[src/rtl/uart_mmio_ctrl.sv]
// rtl/uart_mmio_ctrl.sv - memory-mapped UART controller with TX/RX byte FIFOs and a TX handshake FSM
module uart_mmio_ctrl #(
    parameter logic [31:0] BASE  = 32'h10010000,
    parameter int          DEPTH = 8
) (
    input  logic        clk,
    input  logic        rst,
    input  logic [31:0] address,
    input  logic [31:0] write_data,
    input  logic        write_enable,
    input  logic [3:0]  write_mask,
    input  logic        read_enable,
    output logic [31:0] read_data,
    output logic        hit,
    output logic [7:0]  uart_data,
    output logic        uart_write_enable,
    input  logic        uart_busy,
    input  logic [7:0]  uart_rx_data,
    input  logic        uart_out_valid,
    output logic [31:0] clk_frequency,
    output logic [31:0] baud_rate
);
    localparam int PW = $clog2(DEPTH);
    localparam int CW = PW + 1;
    localparam logic [CW-1:0] FULL_CNT = CW'(DEPTH);

    localparam logic [31:0] ADDR_DATA   = BASE;
    localparam logic [31:0] ADDR_STATUS = BASE + 32'h0000_0005;
    localparam logic [31:0] ADDR_CLKF   = BASE + 32'h0000_0100;
    localparam logic [31:0] ADDR_BAUD   = BASE + 32'h0000_0104;

    typedef enum logic [1:0] {
        ST_IDLE,
        ST_ISSUE,
        ST_WAIT_START,
        ST_WAIT_DONE
    } tx_state_e;

    logic          sel_data, sel_status, sel_clkf, sel_baud;
    logic [PW-1:0] tx_wr_q, tx_rd_q, rx_wr_q, rx_rd_q;
    logic [CW-1:0] tx_cnt_q, rx_cnt_q;
    logic [7:0]    tx_mem_q [DEPTH];
    logic [7:0]    rx_mem_q [DEPTH];
    logic          tx_full, tx_empty, rx_full, rx_empty;
    logic          tx_push_req, tx_push, tx_pop, rx_push, rx_pop;
    logic          status_wr;
    logic          tx_overflow_q, tx_overflow_d;
    logic          rx_overrun_q, rx_overrun_d;
    tx_state_e     state_q, state_d;
    logic [1:0]    timer_q, timer_d;
    logic [7:0]    uart_data_q, uart_data_d;
    logic [31:0]   clkf_q, baud_q;
    logic [7:0]    status_byte;
    logic          tx_idle;
    logic          unused_mask;

    assign unused_mask = &{1'b0, write_mask[3:1]};

    assign sel_data   = (address == ADDR_DATA);
    assign sel_status = (address == ADDR_STATUS);
    assign sel_clkf   = (address == ADDR_CLKF);
    assign sel_baud   = (address == ADDR_BAUD);
    assign hit        = sel_data | sel_status | sel_clkf | sel_baud;

    assign tx_full  = (tx_cnt_q == FULL_CNT);
    assign tx_empty = (tx_cnt_q == '0);
    assign rx_full  = (rx_cnt_q == FULL_CNT);
    assign rx_empty = (rx_cnt_q == '0);

    assign tx_push_req = write_enable & sel_data & write_mask[0];
    assign tx_push     = tx_push_req & ~tx_full;
    assign rx_pop      = read_enable & sel_data & ~rx_empty;
    // A pop in the same cycle frees the slot, so a full RX FIFO still accepts.
    assign rx_push     = uart_out_valid & (~rx_full | rx_pop);

    assign status_wr     = write_enable & sel_status;
    assign tx_overflow_d = (tx_push_req & tx_full)
                         | (tx_overflow_q & ~(status_wr & write_data[3]));
    assign rx_overrun_d  = (uart_out_valid & rx_full & ~rx_pop)
                         | (rx_overrun_q & ~(status_wr & write_data[1]));

    assign tx_idle     = tx_empty & (state_q == ST_IDLE) & ~uart_busy;
    assign status_byte = {tx_idle, ~tx_full, 2'b00, tx_overflow_q, 1'b0, rx_overrun_q, ~rx_empty};

    always_comb begin
        read_data = '0;
        if (sel_data) begin
            read_data = rx_empty ? 32'd0 : {24'd0, rx_mem_q[rx_rd_q]};
        end else if (sel_status) begin
            read_data = {24'd0, status_byte};
        end else if (sel_clkf) begin
            read_data = clkf_q;
        end else if (sel_baud) begin
            read_data = baud_q;
        end
    end

    always_comb begin
        state_d     = state_q;
        timer_d     = timer_q;
        uart_data_d = uart_data_q;
        tx_pop      = 1'b0;
        case (state_q)
            ST_IDLE: begin
                if (!tx_empty && !uart_busy) begin
                    tx_pop      = 1'b1;
                    uart_data_d = tx_mem_q[tx_rd_q];
                    state_d     = ST_ISSUE;
                end
            end
            ST_ISSUE: begin
                timer_d = '0;
                state_d = ST_WAIT_START;
            end
            ST_WAIT_START: begin
                // Give up after four cycles if the transmitter never reports busy.
                if (uart_busy) begin
                    state_d = ST_WAIT_DONE;
                end else if (timer_q == 2'd3) begin
                    state_d = ST_IDLE;
                end else begin
                    timer_d = timer_q + 2'd1;
                end
            end
            ST_WAIT_DONE: begin
                if (!uart_busy) begin
                    state_d = ST_IDLE;
                end
            end
            default: state_d = ST_IDLE;
        endcase
    end

    assign uart_write_enable = (state_q == ST_ISSUE);
    assign uart_data         = uart_data_q;
    assign clk_frequency     = clkf_q;
    assign baud_rate         = baud_q;

    always_ff @(posedge clk) begin
        if (rst) begin
            state_q       <= ST_IDLE;
            timer_q       <= '0;
            uart_data_q   <= 8'hFF;
            tx_wr_q       <= '0;
            tx_rd_q       <= '0;
            tx_cnt_q      <= '0;
            rx_wr_q       <= '0;
            rx_rd_q       <= '0;
            rx_cnt_q      <= '0;
            tx_overflow_q <= 1'b0;
            rx_overrun_q  <= 1'b0;
            clkf_q        <= 32'h0000FFC0;
            baud_q        <= 32'd11520;
        end else begin
            state_q       <= state_d;
            timer_q       <= timer_d;
            uart_data_q   <= uart_data_d;
            tx_overflow_q <= tx_overflow_d;
            rx_overrun_q  <= rx_overrun_d;
            if (tx_push) begin
                tx_wr_q <= tx_wr_q + PW'(1);
            end
            if (tx_pop) begin
                tx_rd_q <= tx_rd_q + PW'(1);
            end
            tx_cnt_q <= tx_cnt_q + CW'(tx_push) - CW'(tx_pop);
            if (rx_push) begin
                rx_wr_q <= rx_wr_q + PW'(1);
            end
            if (rx_pop) begin
                rx_rd_q <= rx_rd_q + PW'(1);
            end
            rx_cnt_q <= rx_cnt_q + CW'(rx_push) - CW'(rx_pop);
            if (write_enable && sel_clkf) begin
                clkf_q <= write_data;
            end
            if (write_enable && sel_baud) begin
                baud_q <= write_data;
            end
        end
    end

    always_ff @(posedge clk) begin
        if (tx_push) begin
            tx_mem_q[tx_wr_q] <= write_data[7:0];
        end
        if (rx_push) begin
            rx_mem_q[rx_wr_q] <= uart_rx_data;
        end
    end
endmodule

[config.mk]
export PLATFORM = sky130hd
export DESIGN_NAME = uart_mmio_ctrl
export DESIGN_NICKNAME = d
export VERILOG_FILES = /design/src/rtl/uart_mmio_ctrl.sv
export SDC_FILE = /design/constraint.sdc
export NUM_CORES = 1
export LEC_CHECK = 0
export BUFFER_PORTS_ARGS = -buffer_cell sky130_fd_sc_hd__buf_2
export CORE_AREA = 4 4 189 136
export DETAILED_ROUTE_END_ITERATION = 10
export DIE_AREA = 0 0 193 140
export GPL_TIMING_DRIVEN = 0
export PLACE_DENSITY = 0.67
export SYNTH_ARGS = -nofsm -noshare
export SYNTH_HDL_FRONTEND = slang
export SYNTH_SLANG_ARGS = --single-unit
[constraint.sdc]
create_clock -name clk -period 7.95 [get_ports clk]
set_input_delay 0 -clock clk [delete_from_list [all_inputs] [get_ports clk]]
set_output_delay 0 -clock clk [all_outputs]
set_load 0.005 [all_outputs]
==> Word-level counts from Yosys, hierarchy flattened <==
Memory sizes are Yosys's and may differ from the RTL's. A register that Yosys moved wholly into a read port is not among the register bits.
Cells that the tools add are included.
{ "totals": {"mem_count": 2, "inputBits": 82, "regBits": 90, "ram_bits": 128} }
{ "classes": {"n_reduce_logical": 12, "muxes": 21, "bitwise_logic": 29, "n_addsub": 9, "eq_ne": 15} }
{ "mem_list": {"columns": ["memory", "depth", "width", "read_ports", "rd_ports_with_merged_regs", "wr", "line_no", "text"], "rows": [
  ["rx_mem_q", 8, 8, 1, 1, 1, "43", "logic [7:0] rx_mem_q [DEPTH];"],
  ["tx_mem_q", 8, 8, 1, 1, 1, "42", "logic [7:0] tx_mem_q [DEPTH];"]
]} }
{ "op_table": {"columns": ["op", "n"], "rows": [
  ["== test 32 x 29 -> 1 bit, second input constant", 4],
  ["two-way mux 32 bit", 4],
  ["AND 1 bit", 16],
  ["adder 3 x 1 -> 3 bit, second input constant", 4],
  ["two-way mux 2 bit", 6],
  ["adder 4 x 1 -> 4 bit", 2],
  ["== test 4 bit, second input constant", 2],
  ["logical NOT 4 bit", 2],
  ["two-way mux 8 bit", 1],
  ["case mux 2 bit (4 select lines)", 1],
  ["subtractor 4 x 1 -> 4 bit", 2],
  ["NOT 1 bit", 7],
  ["== test 2 bit, second input constant", 3],
  ["two-way mux 1 bit", 6],
  ["two-way mux 3 bit", 2],
  ["inequality test 2 bit, second input constant", 3],
  ["OR 1 bit", 6],
  ["AND reduction 3 bit", 2],
  ["case mux 2 bit (2 select lines)", 1],
  ["logical AND 1 bit", 3],
  ["inequality test 3 bit, second input constant", 1],
  ["adder 2 x 1 -> 2 bit, second input constant", 1],
  ["== test 2 x 1 -> 1 bit, second input constant", 1],
  ["logical NOT 1 bit", 2],
  ["other kinds (4)", 4]
]} }

==> Logic depth before layout (Yosys ltp) <==
{ "depth": {"ltp_word": 7, "ltp_mapped": 13, "mapped_depth_nobuf": 13} }

==> Worst setup path before layout <==
No wires, ideal clock.
{ "synth_path": {"kind": "register to register", "start": "register rx_cnt_q[2]", "end": "memory rx_mem_q[4][0], enable pin", "stages_incl_launch_ff": 7, "path_slack_ps": 5377, "t_arrival_ps": 2175, "path_buffers": 0, "setup_ps": 398, "path_cell_list": "dfxtp_1 inv_1 ha_1 a21oi_1 and4_1 o21ai_1 nor4b_1"} }
{ "synth_via": {"elab_chain_len": 7} }
{ "synth_lines": {"columns": ["item", "line_no", "text"], "rows": [
  ["from (decl)", "41", "logic [CW-1:0] tx_cnt_q, rx_cnt_q;"],
  ["from (signal assigned)", "173", "rx_cnt_q <= rx_cnt_q + CW'(rx_push) - CW'(rx_pop);"],
  ["logical NOT 4 bit", "68", "assign rx_empty = (rx_cnt_q == '0);"],
  ["NOT 1 bit", "72", "assign rx_pop = read_enable & sel_data & ~rx_empty;"],
  ["AND 1 bit", "72", null],
  ["OR 1 bit (*)", "74", "assign rx_push = uart_out_valid & (~rx_full | rx_pop);"],
  ["AND 1 bit (*)", "74", null],
  ["two-way mux 1 bit (*)", "187", "if (rx_push) begin"],
  ["two-way mux 1 bit (not written as such) (*)", "188", "rx_mem_q[rx_wr_q] <= uart_rx_data;"],
  ["to (decl)", "43", null]
]} }
Every way passes the cells marked *; elsewhere a longest branch is shown, timed or not.

==> Final worst setup path <==
{ "layout_path": {"start": "register tx_cnt_q[2]", "end": "register tx_cnt_q[2]"} }
{ "layout_via": {"elab_chain_len": 6} }
{ "layout_lines": {"columns": ["item", "line_no", "text"], "rows": [
  ["from (decl)", "41", null],
  ["from (signal assigned)", "166", "tx_cnt_q <= tx_cnt_q + CW'(tx_push) - CW'(tx_pop);"],
  ["logical NOT 4 bit", "66", "assign tx_empty = (tx_cnt_q == '0);"],
  ["logical NOT 1 bit", "105", "if (!tx_empty && !uart_busy) begin"],
  ["logical AND 1 bit", "105", null],
  ["two-way mux 1 bit", "105", null],
  ["two-way mux 1 bit", "103", "case (state_q)"],
  ["net tx_pop", "45", "logic tx_push_req, tx_push, tx_pop, rx_push, rx_pop;"],
  ["subtractor 4 x 1 -> 4 bit", "166", null]
]} }
The timed path passes the listed nets, and every way through them passes these cells.
A chain may end at the register's enable or synchronous reset.

==> results.txt <==
* Status: finished clean
- Total of flip-flops plus latches after synthesis: 229
- The average instance in the mapped netlist occupies 12.74 µm².
- Of the total synthesized cell area, the portion taken by XOR and XNOR cells is 0.007239.
* DRT iter0 DRCs: 527
* Count of cell types in the netlist: 56
* Gate Count Post-Synth: 760
* Asr flop ratio synth: 0
- CP Cell Sequence: inv_1 > ha_1 > nor3b_1 > or3b_2 > clkbuf_1 > inv_1 > ha_1 > inv_1 > ha_1 > fa_1 > xnor2_1 > nor2_1
* Multiplexer area fraction after synthesis: 0.1016
- Of the cells placed in the final design, the portion with a size suffix greater than 1 is 0.2921.
* Top-area cell type share of the netlist area: 0.3971
* Sequential element share of the synthesized area: 0.6060
- Chip width: 193 µm
* Endpoint kind of the worst setup timing path: flop
- Detail-routed net length per standard cell: 18.93 µm
- Growth of design area from synthesis to finish: 26.52%
- After detailed routing, the number of vias per cell comes to 5.173.
- In this run the vertical extent of the chip is 140 µm.
* Startpoint type of the worst setup path: flop
- CTS H-tree depth: 1
* Hold violation count in the final report: 0
- Root cell of the clock tree: sky130_fd_sc_hd__clkbuf_16
* Maximum fanout along the worst path: 9
- VDD IR-drop max: 153.6 µV
- Of the total synthesized cell area, the portion taken by AND, OR, NAND and NOR gates is 0.1375.
* Final-layout setup total negative slack: 0 ns
- The synthesized netlist occupies a cell area of 0.009679 mm².
* Final weighted congestion in routability-driven placement: 0.8132
- Via count of the first global-routing pass: 6904
- After floorplanning, the core was sized to cover 0.02408 mm².
- Most numerous cell in the Yosys netlist: sky130_fd_sc_hd__edfxtp_1
- Port buffering added 184 buffers.
* Vias after detailed routing: 7035
- In the finished design, the share of the clock period the worst path needs comes to 0.3912.
* Hold Startpoint: read_enable
* Fin nets: 1122
- First-pass GRT wire length: 39.23 mm
- Final hold analysis gives a worst-case slack of 0.04544 ns.
- Dominant combinational cell family by area after synthesis: simple AND/OR/NAND/NOR gates
* HPWL after detailed placement: 18.65 mm
* CTS clk-pin slew, worst paths: 0.06 ns
- The most used flip-flop cell after synthesis is sky130_fd_sc_hd__edfxtp_1.
- Global route total overflow: 0
- In this run the post-CTS setup repair buffer count came out at 0.
- Maximum number of pins on one net before global-route repair: 15
* Leak Pwr: 0.004522 µW
* Crit Path Category: reg2reg
* Min cycle time layout: 3.110 ns
- Global-route total usage across every layer: 0.1858
* Routed wire length: 25.74 mm
- For the worst setup path, the data required time is 8.32 ns.
* Cell count after placement: 1272
- Clock latency on the worst-skew pair, taken at its later pin, is 0.50 ns.
- Number of enable-type register cells in the synthesized netlist: 128
* Worst endpoint data arrival time: 3.48 ns
- Dominant cells by area after synthesis: sky130_fd_sc_hd__edfxtp_1 (40%), sky130_fd_sc_hd__dfxtp_1 (21%), sky130_fd_sc_hd__mux4_2 (7.4%), sky130_fd_sc_hd__nand2_1 (4.5%), sky130_fd_sc_hd__a21oi_1 (3.9%)
* Max-slew violation total from the final report: 0
* Least-Margin Pin Slew: 1.271 ns
- First element of the critical path: tx_cnt_q[2]$_SDFF_PP0_
- Post-route ant nets: 0
- Hold Crit Class: in2reg
* RSZ-0062 raised after global routing: no
* Fraction of the mapped netlist area in adder cells: 0.02999
* Worst clock skew: 0.006039 ns
- Worst-case clock buffer depth: 3
- Headroom to the max-slew limit: 0.1461
- R2R Path Start: tx_cnt_q[2]$_SDFF_PP0_
- The floorplan step defined a die boundary enclosing 0.02702 mm².
- The initial utilization of the core area, before any placement, comes to 0.4019.
- TritonCTS sink count: 229
- Yosys printed 0 warnings.
- Clock tree synthesis inserted a total of 23 buffers.
- TritonCTS built the clock tree.
* Power density over the cells: 232.3 mW/mm²
* Tot Pwr: 2845 µW
- The number of nets in the synthesized netlist is 864.
- First drt pass iteration count: 5
* Compound-cell area share of the yosys netlist: 0.08725
- I/O pin cnt: 188
* Slowest-stage cell, CP: sky130_fd_sc_hd__clkbuf_1
* Antenna violations before repair: 2
- MaxCap Viol Count: 0
- The floorplan has 48 rows.
* Fmax: 0.3216 GHz
* Finish-stage setup viols: 0
- Filler-free cell count of the finished design: 1360
- Critical Path Max Stage Delay: 0.43 ns
* Cell taking the most area after synthesis: sky130_fd_sc_hd__edfxtp_1
- In the routed design, unresolved DRC markers number 0.
- Ranked by instance count, the synthesized netlist is headed by sky130_fd_sc_hd__edfxtp_1 (128), sky130_fd_sc_hd__nand2_1 (117), sky130_fd_sc_hd__dfxtp_1 (101).
## per-stage QoR
step | setup WS, ns | utilization | cell area (µm²)
2_1_floorplan | 5.377 | - | 9679
3_3_place_gp | 4.400 | 0.4570 | 11010
3_5_place_dp | 4.895 | 0.4592 | 11060
4_1_cts | 4.849 | 0.5078 | 12230
5_1_grt | 4.616 | 0.5084 | 12240
6_report | 4.840 | 0.5085 | 12250
## routing by layer
layer  up-vias  routed length, µm  GRT usage  share of wire
li1       3321                  -          -              -
met1      3402              11340     0.2592           0.44
met2       270              11820     0.3039           0.46
met3        38               2115    0.04160          0.082
met4         4                443    0.03277          0.017
met5         -                 21          0        0.00082
## layout make-up
type                            instances  area (µm²)
Buffer                                 43       222.7
Timing Repair Buffer                  233        1404
Fill cell                            2136       11840
Inverter                               19       71.32
Clock buffer                           35       630.6
Clock inverter                          6       80.08
Antenna cell                            1       2.502
Tap cell                              325       406.6
Multi-Input combinational cell        469        3563
Sequential cell                       229        5866
## power breakdown
part | total [µW] | internal (µW) | switching (µW)
registers | 1340 | 1310 | 33.6
logic | 460 | 217 | 243
clock network | 1040 | 611 | 432
total | 2840 | 2140 | 708
## cell usage in the layout (no fill, tap or decap), types with 3 or more instances in the layout
master / n
sky130_fd_sc_hd__buf_2: 200
sky130_fd_sc_hd__edfxtp_1: 128
sky130_fd_sc_hd__nand2_1: 117
sky130_fd_sc_hd__dfxtp_1: 101
sky130_fd_sc_hd__a21oi_1: 75
sky130_fd_sc_hd__nor2_1: 50
sky130_fd_sc_hd__dlygate4sd3_1: 46
sky130_fd_sc_hd__mux4_2: 32
sky130_fd_sc_hd__clkbuf_1: 27
sky130_fd_sc_hd__a22o_1: 24
sky130_fd_sc_hd__mux2i_1: 24
sky130_fd_sc_hd__clkbuf_16: 23
sky130_fd_sc_hd__ha_1: 20
sky130_fd_sc_hd__inv_1: 18
sky130_fd_sc_hd__nor3_1: 15
sky130_fd_sc_hd__nor3_2: 11
sky130_fd_sc_hd__nor4_4: 8
sky130_fd_sc_hd__o21ai_0: 8
sky130_fd_sc_hd__a211o_1: 8
sky130_fd_sc_hd__buf_1: 6
sky130_fd_sc_hd__xnor2_1: 6
sky130_fd_sc_hd__nand2b_1: 5
sky130_fd_sc_hd__nor2b_1: 5
sky130_fd_sc_hd__o22ai_1: 4
sky130_fd_sc_hd__buf_6: 4
sky130_fd_sc_hd__or3_1: 3
sky130_fd_sc_hd__nand3_1: 3
sky130_fd_sc_hd__a22oi_1: 3
sky130_fd_sc_hd__and4_1: 3
sky130_fd_sc_hd__nand4_1: 3
sky130_fd_sc_hd__a21o_1: 3
sky130_fd_sc_hd__clkinv_1: 3
sky130_fd_sc_hd__buf_4: 3
## logic make-up (layout without fill, tap and decap cells)
kind of cell | count (synthesis) | in the layout
other cells | 0 | 1
simple gates | 246 | 246
flops | 229 | 229
fa+ha+maj | 22 | 22
buf+inv | 62 | 336
xor+xnor | 8 | 8
mux | 58 | 58
compound gates | 135 | 135
## worst paths after layout
check / slack, ns / to / cells after the start
worst max register to register: 4.84 / tx_cnt_q[2]$_SDFF_PP0_ / 12
worst max-delay path: 4.84 / tx_cnt_q[2]$_SDFF_PP0_ / 12
worst min-delay path: 0.05 / rx_cnt_q[1]$_SDFF_PP0_ / 5
worst min register to register: 0.46 / uart_data[7]$_SDFFE_PP1P_ / 1
## worst max-delay path, delay by kind of cell (launching register included)
family	cells	cell delay, ns
xor+xnor	1	0.18
fa+ha+maj	4	1.10
buf+inv	4	0.78
simple gates	3	0.61
flops	1	0.30
## sequential cells by signal, indices dropped and copies added, names as in the netlist, 4 cells and up, named ones only
signal         cells
baud_rate         32
clk_frequency     32
rx_cnt_q           4
rx_mem_q          64
tx_cnt_q           4
tx_mem_q          64
uart_data          8
## repair_timing
action,in CTS,in global routing
hold buffers,46,0
gates resized for setup,0,0
hold endpoints to repair,200,0
(Power assumes the default switching activity.)
